--- config.mk ---
export PLATFORM = sky130hd
export DESIGN_NAME = alphasoc_bus_arbiter
export DESIGN_NICKNAME = d
export VERILOG_FILES = /design/src/rtl/alphasoc_bus_arbiter.sv
export SDC_FILE = /design/constraint.sdc
export NUM_CORES = 1
export LEC_CHECK = 0
export ABC_AREA = 0
export CORE_AREA = 2 2 122 124
export DETAILED_ROUTE_END_ITERATION = 10
export DIE_AREA = 0 0 124 126
export PLACE_DENSITY_LB_ADDON = 0.12
export SLEW_MARGIN = 20
export SYNTH_ARGS = -nofsm -noshare
export SYNTH_HDL_FRONTEND = slang
export SYNTH_SLANG_ARGS = --single-unit
--- constraint.sdc ---
create_clock -name clk -period 5.9 [get_ports clk]
set_input_delay 0.885 -clock clk [delete_from_list [all_inputs] [get_ports clk]]
set_output_delay 0.885 -clock clk [all_outputs]
set_load 0.01 [all_outputs]
--- src/rtl/alphasoc_bus_arbiter.sv ---
// Two-master round-robin arbiter for the native SoC memory bus, with a transaction watchdog.
// Latency: one cycle from request to s_valid; master ready is combinational from s_ready.
// Backpressure: the granted master waits on s_ready; the other master is held off until the bus returns to IDLE.
//
// Ports:
//   clk, reset                     clock and asynchronous active-high reset
//   m0_* / m1_*                    CPU and DMA/debug master request/response
//   s_*                            shared downstream request/response
//   err_timeout, err_master        sticky timeout flag and the master that caused it
//   err_clear                      clears err_timeout (a new timeout in the same cycle wins)
module alphasoc_bus_arbiter #(
    parameter int          TIMEOUT  = 256,
    parameter logic [31:0] ERR_DATA = 32'hDEAD_BEEF
) (
    input  logic        clk,
    input  logic        reset,
    input  logic        m0_valid,
    output logic        m0_ready,
    input  logic [31:0] m0_addr,
    input  logic [31:0] m0_wdata,
    input  logic [3:0]  m0_wstrb,
    output logic [31:0] m0_rdata,
    input  logic        m1_valid,
    output logic        m1_ready,
    input  logic [31:0] m1_addr,
    input  logic [31:0] m1_wdata,
    input  logic [3:0]  m1_wstrb,
    output logic [31:0] m1_rdata,
    output logic        s_valid,
    input  logic        s_ready,
    output logic [31:0] s_addr,
    output logic [31:0] s_wdata,
    output logic [3:0]  s_wstrb,
    input  logic [31:0] s_rdata,
    output logic        err_timeout,
    output logic        err_master,
    input  logic        err_clear
);

    localparam int WW = (TIMEOUT > 2) ? $clog2(TIMEOUT) : 1;
    localparam logic [WW-1:0] WDOG_MAX = WW'(TIMEOUT - 1);

    typedef enum logic [1:0] {IDLE, GNT0, GNT1} state_t;

    state_t        state, state_nxt;
    logic          prio, prio_nxt;
    logic [WW-1:0] wdog, wdog_nxt;
    logic          cur;        // granted master index while in a GNT state
    logic          a_valid;
    logic          done;
    logic [31:0]   done_rdata;
    logic          err_set;

    assign cur = (state == GNT1);

    always_comb begin
        state_nxt  = state;
        prio_nxt   = prio;
        wdog_nxt   = wdog;
        s_valid    = 1'b0;
        s_addr     = 32'h0;
        s_wdata    = 32'h0;
        s_wstrb    = 4'h0;
        a_valid    = 1'b0;
        done       = 1'b0;
        done_rdata = 32'h0;
        err_set    = 1'b0;

        case (state)
            IDLE: begin
                if (m0_valid && (!m1_valid || !prio))
                    state_nxt = GNT0;
                else if (m1_valid)
                    state_nxt = GNT1;
            end
            GNT0, GNT1: begin
                a_valid = cur ? m1_valid : m0_valid;
                s_valid = a_valid;
                s_addr  = cur ? m1_addr  : m0_addr;
                s_wdata = cur ? m1_wdata : m0_wdata;
                s_wstrb = cur ? m1_wstrb : m0_wstrb;
                if (!a_valid) begin
                    // Master abandoned the request: release the bus silently.
                    state_nxt = IDLE;
                end else if (s_ready) begin
                    // A real completion on the timeout cycle takes precedence.
                    done       = 1'b1;
                    done_rdata = s_rdata;
                    state_nxt  = IDLE;
                    prio_nxt   = ~cur;
                end else if (wdog == WDOG_MAX) begin
                    done       = 1'b1;
                    done_rdata = ERR_DATA;
                    err_set    = 1'b1;
                    state_nxt  = IDLE;
                    prio_nxt   = ~cur;
                end else begin
                    wdog_nxt = wdog + WW'(1);
                end
            end
            default: state_nxt = IDLE;
        endcase

        if (state_nxt == IDLE)
            wdog_nxt = '0;
    end

    assign m0_ready = done & ~cur;
    assign m1_ready = done &  cur;
    assign m0_rdata = m0_ready ? done_rdata : 32'h0;
    assign m1_rdata = m1_ready ? done_rdata : 32'h0;

    always_ff @(posedge clk or posedge reset) begin
        if (reset) begin
            state <= IDLE;
            prio  <= 1'b0;
            wdog  <= '0;
        end else begin
            state <= state_nxt;
            prio  <= prio_nxt;
            wdog  <= wdog_nxt;
        end
    end

    always_ff @(posedge clk or posedge reset) begin
        if (reset) begin
            err_timeout <= 1'b0;
            err_master  <= 1'b0;
        end else if (err_set) begin
            err_timeout <= 1'b1;
            err_master  <= cur;
        end else if (err_clear) begin
            err_timeout <= 1'b0;
        end
    end

endmodule

# Word level (Yosys, flattened, before mapping)
# Cells that the tools add are included.
[totals]
out_inout_bits = 137
elab_cells = 63
regBits = 13
inputBits = 174
[op_classes]
reduce_logical = 13
n_addsub = 1
n_eq_ne = 5
bitwise = 3
muxes = 36
[op_table]
columns = ["cell", "count"]
rows = [
  ["two-way mux 32 bit", 10],
  ["two-way mux 8 bit", 5],
  ["two-way mux 1 bit", 13],
  ["two-way mux 2 bit", 5],
  ["adder 8 x 1 -> 8 bit (second input constant)", 1],
  ["== test 8 bit (second input constant)", 1],
  ["two-way mux 4 bit", 2],
  ["nonzero test 2 bit", 4],
  ["zero test 2 bit", 2],
  ["inequality test 2 x 1 -> 1 bit (second input constant)", 2],
  ["case mux 2 bit (2 select lines)", 1],
  ["AND reduction 4 bit", 1],
  ["AND reduction 3 bit", 1],
  ["bitwise AND 1 bit", 2],
  ["== test 2 x 1 -> 1 bit (second input constant)", 1],
  ["== test 2 bit (second input constant)", 1],
  ["zero test 1 bit", 2],
  ["OR reduction 2 bit", 1],
  ["logical AND 1 bit", 1],
  ["logical OR 1 bit", 1],
  ["NOT 1 bit", 1],
]

# Longest topological paths before layout
[logic_depth]
depth_word = 8
ltp_mapped = 9
mapped_depth_nobuf = 7

# Least setup slack after synthesis
# OpenSTA, ideal clock, no wires.
[synth_path]
kind = "input to output"
start = "in m1_valid"
end = "out m1_rdata[10]"
t_required_ns = 5.015
path_buffers = 1
arrival_time_ns = 1.960
path_slack_ns = 3.055
stages = 6
path_cell_list = "mux2i_1 nand2b_1 inv_1 o211ai_1 buf_2 nor2_1"
[synth_via]
elab_chain_cells = 5
word_cells_on_any_way = 7
classes_between = "mux (6); bitwise (1)"
[synth_lines]
columns = ["element", "line_no", "rtl"]
rows = [
  ["from (decl)", "23", "input logic m1_valid,"],
  ["two-way mux 1 bit (*)", "77", "a_valid = cur ? m1_valid : m0_valid;"],
  ["two-way mux 1 bit", "82", "if (!a_valid) begin"],
  ["two-way mux 1 bit", "69", "case (state)"],
  ["bitwise AND 1 bit", "109", "assign m1_ready = done & cur;"],
  ["two-way mux 32 bit (*)", "111", "assign m1_rdata = m1_ready ? done_rdata : 32'h0;"],
  ["to (decl)", "28", "output logic [31:0] m1_rdata,"],
]
# Mark *: on every way between the ends. The rest lies on a longest branch, timed or not.

# Final worst setup path
[layout_path]
start = "reg state[0]"
end = "out m0_rdata[5]"
[layout_via]
elab_chain_cells = 6
word_cells_on_any_way = 11
classes_between = "eq/ne (2); mux (6); bitwise (2); reduce/logical (1)"
[layout_lines]
columns = ["element", "line_no", "rtl"]
rows = [
  ["from (decl)", "45", "state_t state, state_nxt;"],
  ["from (signal assigned)", "119", "state <= state_nxt;"],
  ["== test 2 bit (*)", "54", "assign cur = (state == GNT1);"],
  ["net cur", "48", "logic cur;"],
  ["two-way mux 1 bit", "77", ""],
  ["two-way mux 1 bit", "82", ""],
  ["two-way mux 1 bit", "69", ""],
  ["bitwise AND 1 bit", "108", "assign m0_ready = done & ~cur;"],
  ["two-way mux 32 bit (*)", "110", "assign m0_rdata = m0_ready ? done_rdata : 32'h0;"],
  ["to (decl)", "22", "output logic [31:0] m0_rdata,"],
]
# Mark *: on every way through the listed nets, which the timed path passes. The rest lies on a longest branch.

==> out/qor.txt <==
Status: completed
Final critical-path share of the clock period: 69.9%
Area Overhead vs Synth: 138%
Setup TNS: 0 ns
Yosys warnings: 0
Initial antenna violation count: 0
Port buffer count: 310
Worst-path clk slew: 0.05 ns
Die Span Y: 126 um
Leakage power total: 2.16 nW
Nets: 807
Final hold vios: 0
Drt initial violations: 104
Top_reg_cell synth: dfrtp_1
Via count: 3424
# H-tree levels: 1
Die area: 15600 sq um
Area of the core: 14300 sq um
Critical Path AT: 3.24 ns
Worst Tran Pin Value: 0.805 ns
Slew Limit Fails: 0
Max Cap Viol: 0
Largest net degree at the start of global routing: 71
Main combinational cell family by area after synthesis: simple AND/OR/NAND/NOR gates
Clock Power Share: 7.2%
Routed WL: 12500 um
Synth Area in Simple Gates: 42.5%
Pwr dens: 311 nW/um^2
CP Capture Type: output port
VDD IR max: 227 uV
Final worst path period need: 4.13 ns
Root buf cell: clkbuf_16
Place WS: 1.72 ns
Post-DP HPWL: 10600 um
Psw: 0.737 mW
HP Class: register to register
CTS Sinks: 13
Switching Share: 40.9%
Post-CTS Hold Buffers: 0
Gpl congestion: 0.907
Logic pwr share: 86.7%
IO Pins: 311
Post-synth EDFFs: 0
Vias in the first global route: 3436
Clock buffer depth: 2
Post-synthesis xor/xnor area fraction: 0.359%
Pwr Total: 1.80 mW
Post-route ant nets: 0
Post-synthesis cell area: 2440 sq um
Area share of fa/ha/maj cells after synthesis: 2.05%
Clock latency on the worst-skew pair: 0.24 ns
Starting Density: 17.0%
Slew margin rel.: 46.1%
Ys async rst share: 100%
Fill cell count: 1448
Clk_skew: 0.00205 ns
Worst reg-to-reg path cell count: 7
Wire per inst: 15.4 um
First-pass detailed-route iteration total: 4
Syn nets: 511
First-pass GRT wire length: 18100 um
Final setup viols: 0
Mean Syn Cell Area: 7.32 sq um
Die Wd: 124 um
Setup Fix Bufs, Post-CTS: 0
Vias/cell: 4.22
Yosys cell types: 38
Worst-path fanout max: 37
Grt ovf: 0
Fraction of layout cells with a size suffix above 1: 2.07%
Worst setup margin: 1.77 ns
Seq/Total Area, Yosys: 13.3%
TritonCTS buffer count: 3
Synth Register Bits: 13
Syn Inst Count: 333
Total GRT Usage: 14.9%
Antenna diodes: 0
Post-synthesis mux area share: 28.8%
Setup crit start kind: register
RSZ-0062 raised after global routing: no
Rows: 44
CTS tree: built
Fmax: 0.242 GHz
Hold path depth: 1
Register share of total power: 6.2%
WS Path Type: register to output port
Synth Area in Compound Gates: 7.75%
Post-CTS sizing: 0
Drt drc: 0
P_int: 1.06 mW
Critical Path RT: 5.02 ns
layer usage:
layer  track usage (%)  part of all wire, %
met3              4.53                  9.7
met5                 0                    0
met4              4.69                  2.8
met2              29.6                   54
met1              14.3                   34
per-stage QoR:
step	util [%]	cells	area, sq um	hold slack, ns
3_5_place_dp	40.0	808	5720	0.498
3_3_place_gp	40.0	808	5720	0.492
4_1_cts	40.5	812	5800	0.508
5_1_grt	40.5	812	5800	0.517
2_1_floorplan	-	333	2440	0.455
6_report	40.5	812	5800	0.500
worst max-delay path, stage by stage (launching register included):
cell and delay (ns):
dfrtp_1 0.41, inv_1 0.16, ha_4 0.57, mux2i_1 0.25
nand2b_1 0.22, inv_1 0.18, o211ai_1 0.24, buf_4 0.30
nor2_1 0.11, clkdlybuf4s50_1 0.56
power groups by stage:
stage / logic [mW] / registers (mW) / clock network [mW]
3_5_place_dp: 1.60 / 0.112 / 0
4_1_cts: 1.60 / 0.111 / 0.130
5_1_grt: 1.68 / 0.112 / 0.136
2_1_floorplan: 0.764 / 0.108 / 0
6_report: 1.56 / 0.111 / 0.129
3_3_place_gp: 1.59 / 0.112 / 0
path summary, 6_finish.rpt:
| kind | endpoint | startpoint | slack [ns] |
|---|---|---|---|
| worst max-delay path | m0_rdata[5] | state[0] | 1.77 |
| worst min register to register | prio | prio | 0.50 |
| worst max register to register | wdog[2] | state[1] | 3.32 |
| min in group asynchronous | err_timeout | reset | 0.99 |
| max in group asynchronous | state[0] | reset | 4.56 |
| worst min-delay path | prio | prio | 0.50 |
kinds of logic after synthesis:
family / Yosys count
DFF: 13
and+or+nand+nor: 187
buffers and inverters: 32
xor gates and xnor gates: 1
muxes: 70
AOI/OAI and AO/OA: 26
adders and majority gates: 4
cell type report:
type / instances / area, sq um / share of cell area, %
multi-input cells: 288 / 2000 / 34.5
clock buffers: 4 / 78.8 / 1.36
inverters: 9 / 33.8 / 0.582
flip-flops and latches: 13 / 325 / 5.61
well taps: 184 / 230 / 3.97
repair buffers: 314 / 3130 / 54.0
registers in the layout, indices dropped and copies added (netlist names):
signal,count
prio,1
err_master,1
wdog,8
state,2
err_timeout,1
cells in the final DEF, fill, tap and decap left out, types with 2 or more instances in the layout:
master	instances
nand2b_1	4
and2_1	16
o31ai_1	2
nand3b_1	2
mux2i_1	69
nor2_2	2
nand3_1	3
o21a_1	2
o21ai_0	5
nand4_1	2
or3_1	2
ha_1	3
nand2_1	2
a211oi_1	6
nor2b_1	92
o211ai_1	2
a21oi_1	2
clkdlybuf4s50_1	310
a32oi_1	2
buf_4	4
and3_1	2
dfrtp_1	13
clkbuf_16	3
nor2_1	53
o41ai_1	2
inv_1	9
Yosys cell counts (3+ instances only):
| cell | instances | area [sq um] |
|---|---|---|
| buf_1 | 7 | 26.3 |
| mux2i_1 | 69 | 691 |
| o21ai_0 | 5 | 25.0 |
| clkbuf_1 | 11 | 41.3 |
| dfrtp_1 | 13 | 325 |
| a211oi_1 | 6 | 45.0 |
| buf_2 | 5 | 25.0 |
| ha_1 | 4 | 50.1 |
| nand3_1 | 3 | 15.0 |
| nand2b_1 | 4 | 25.0 |
| and2_1 | 16 | 100 |
| nor2_1 | 53 | 199 |
| nor2b_1 | 92 | 576 |
| inv_1 | 9 | 33.8 |
No activity file was read; power rests on OpenSTA's default activity.
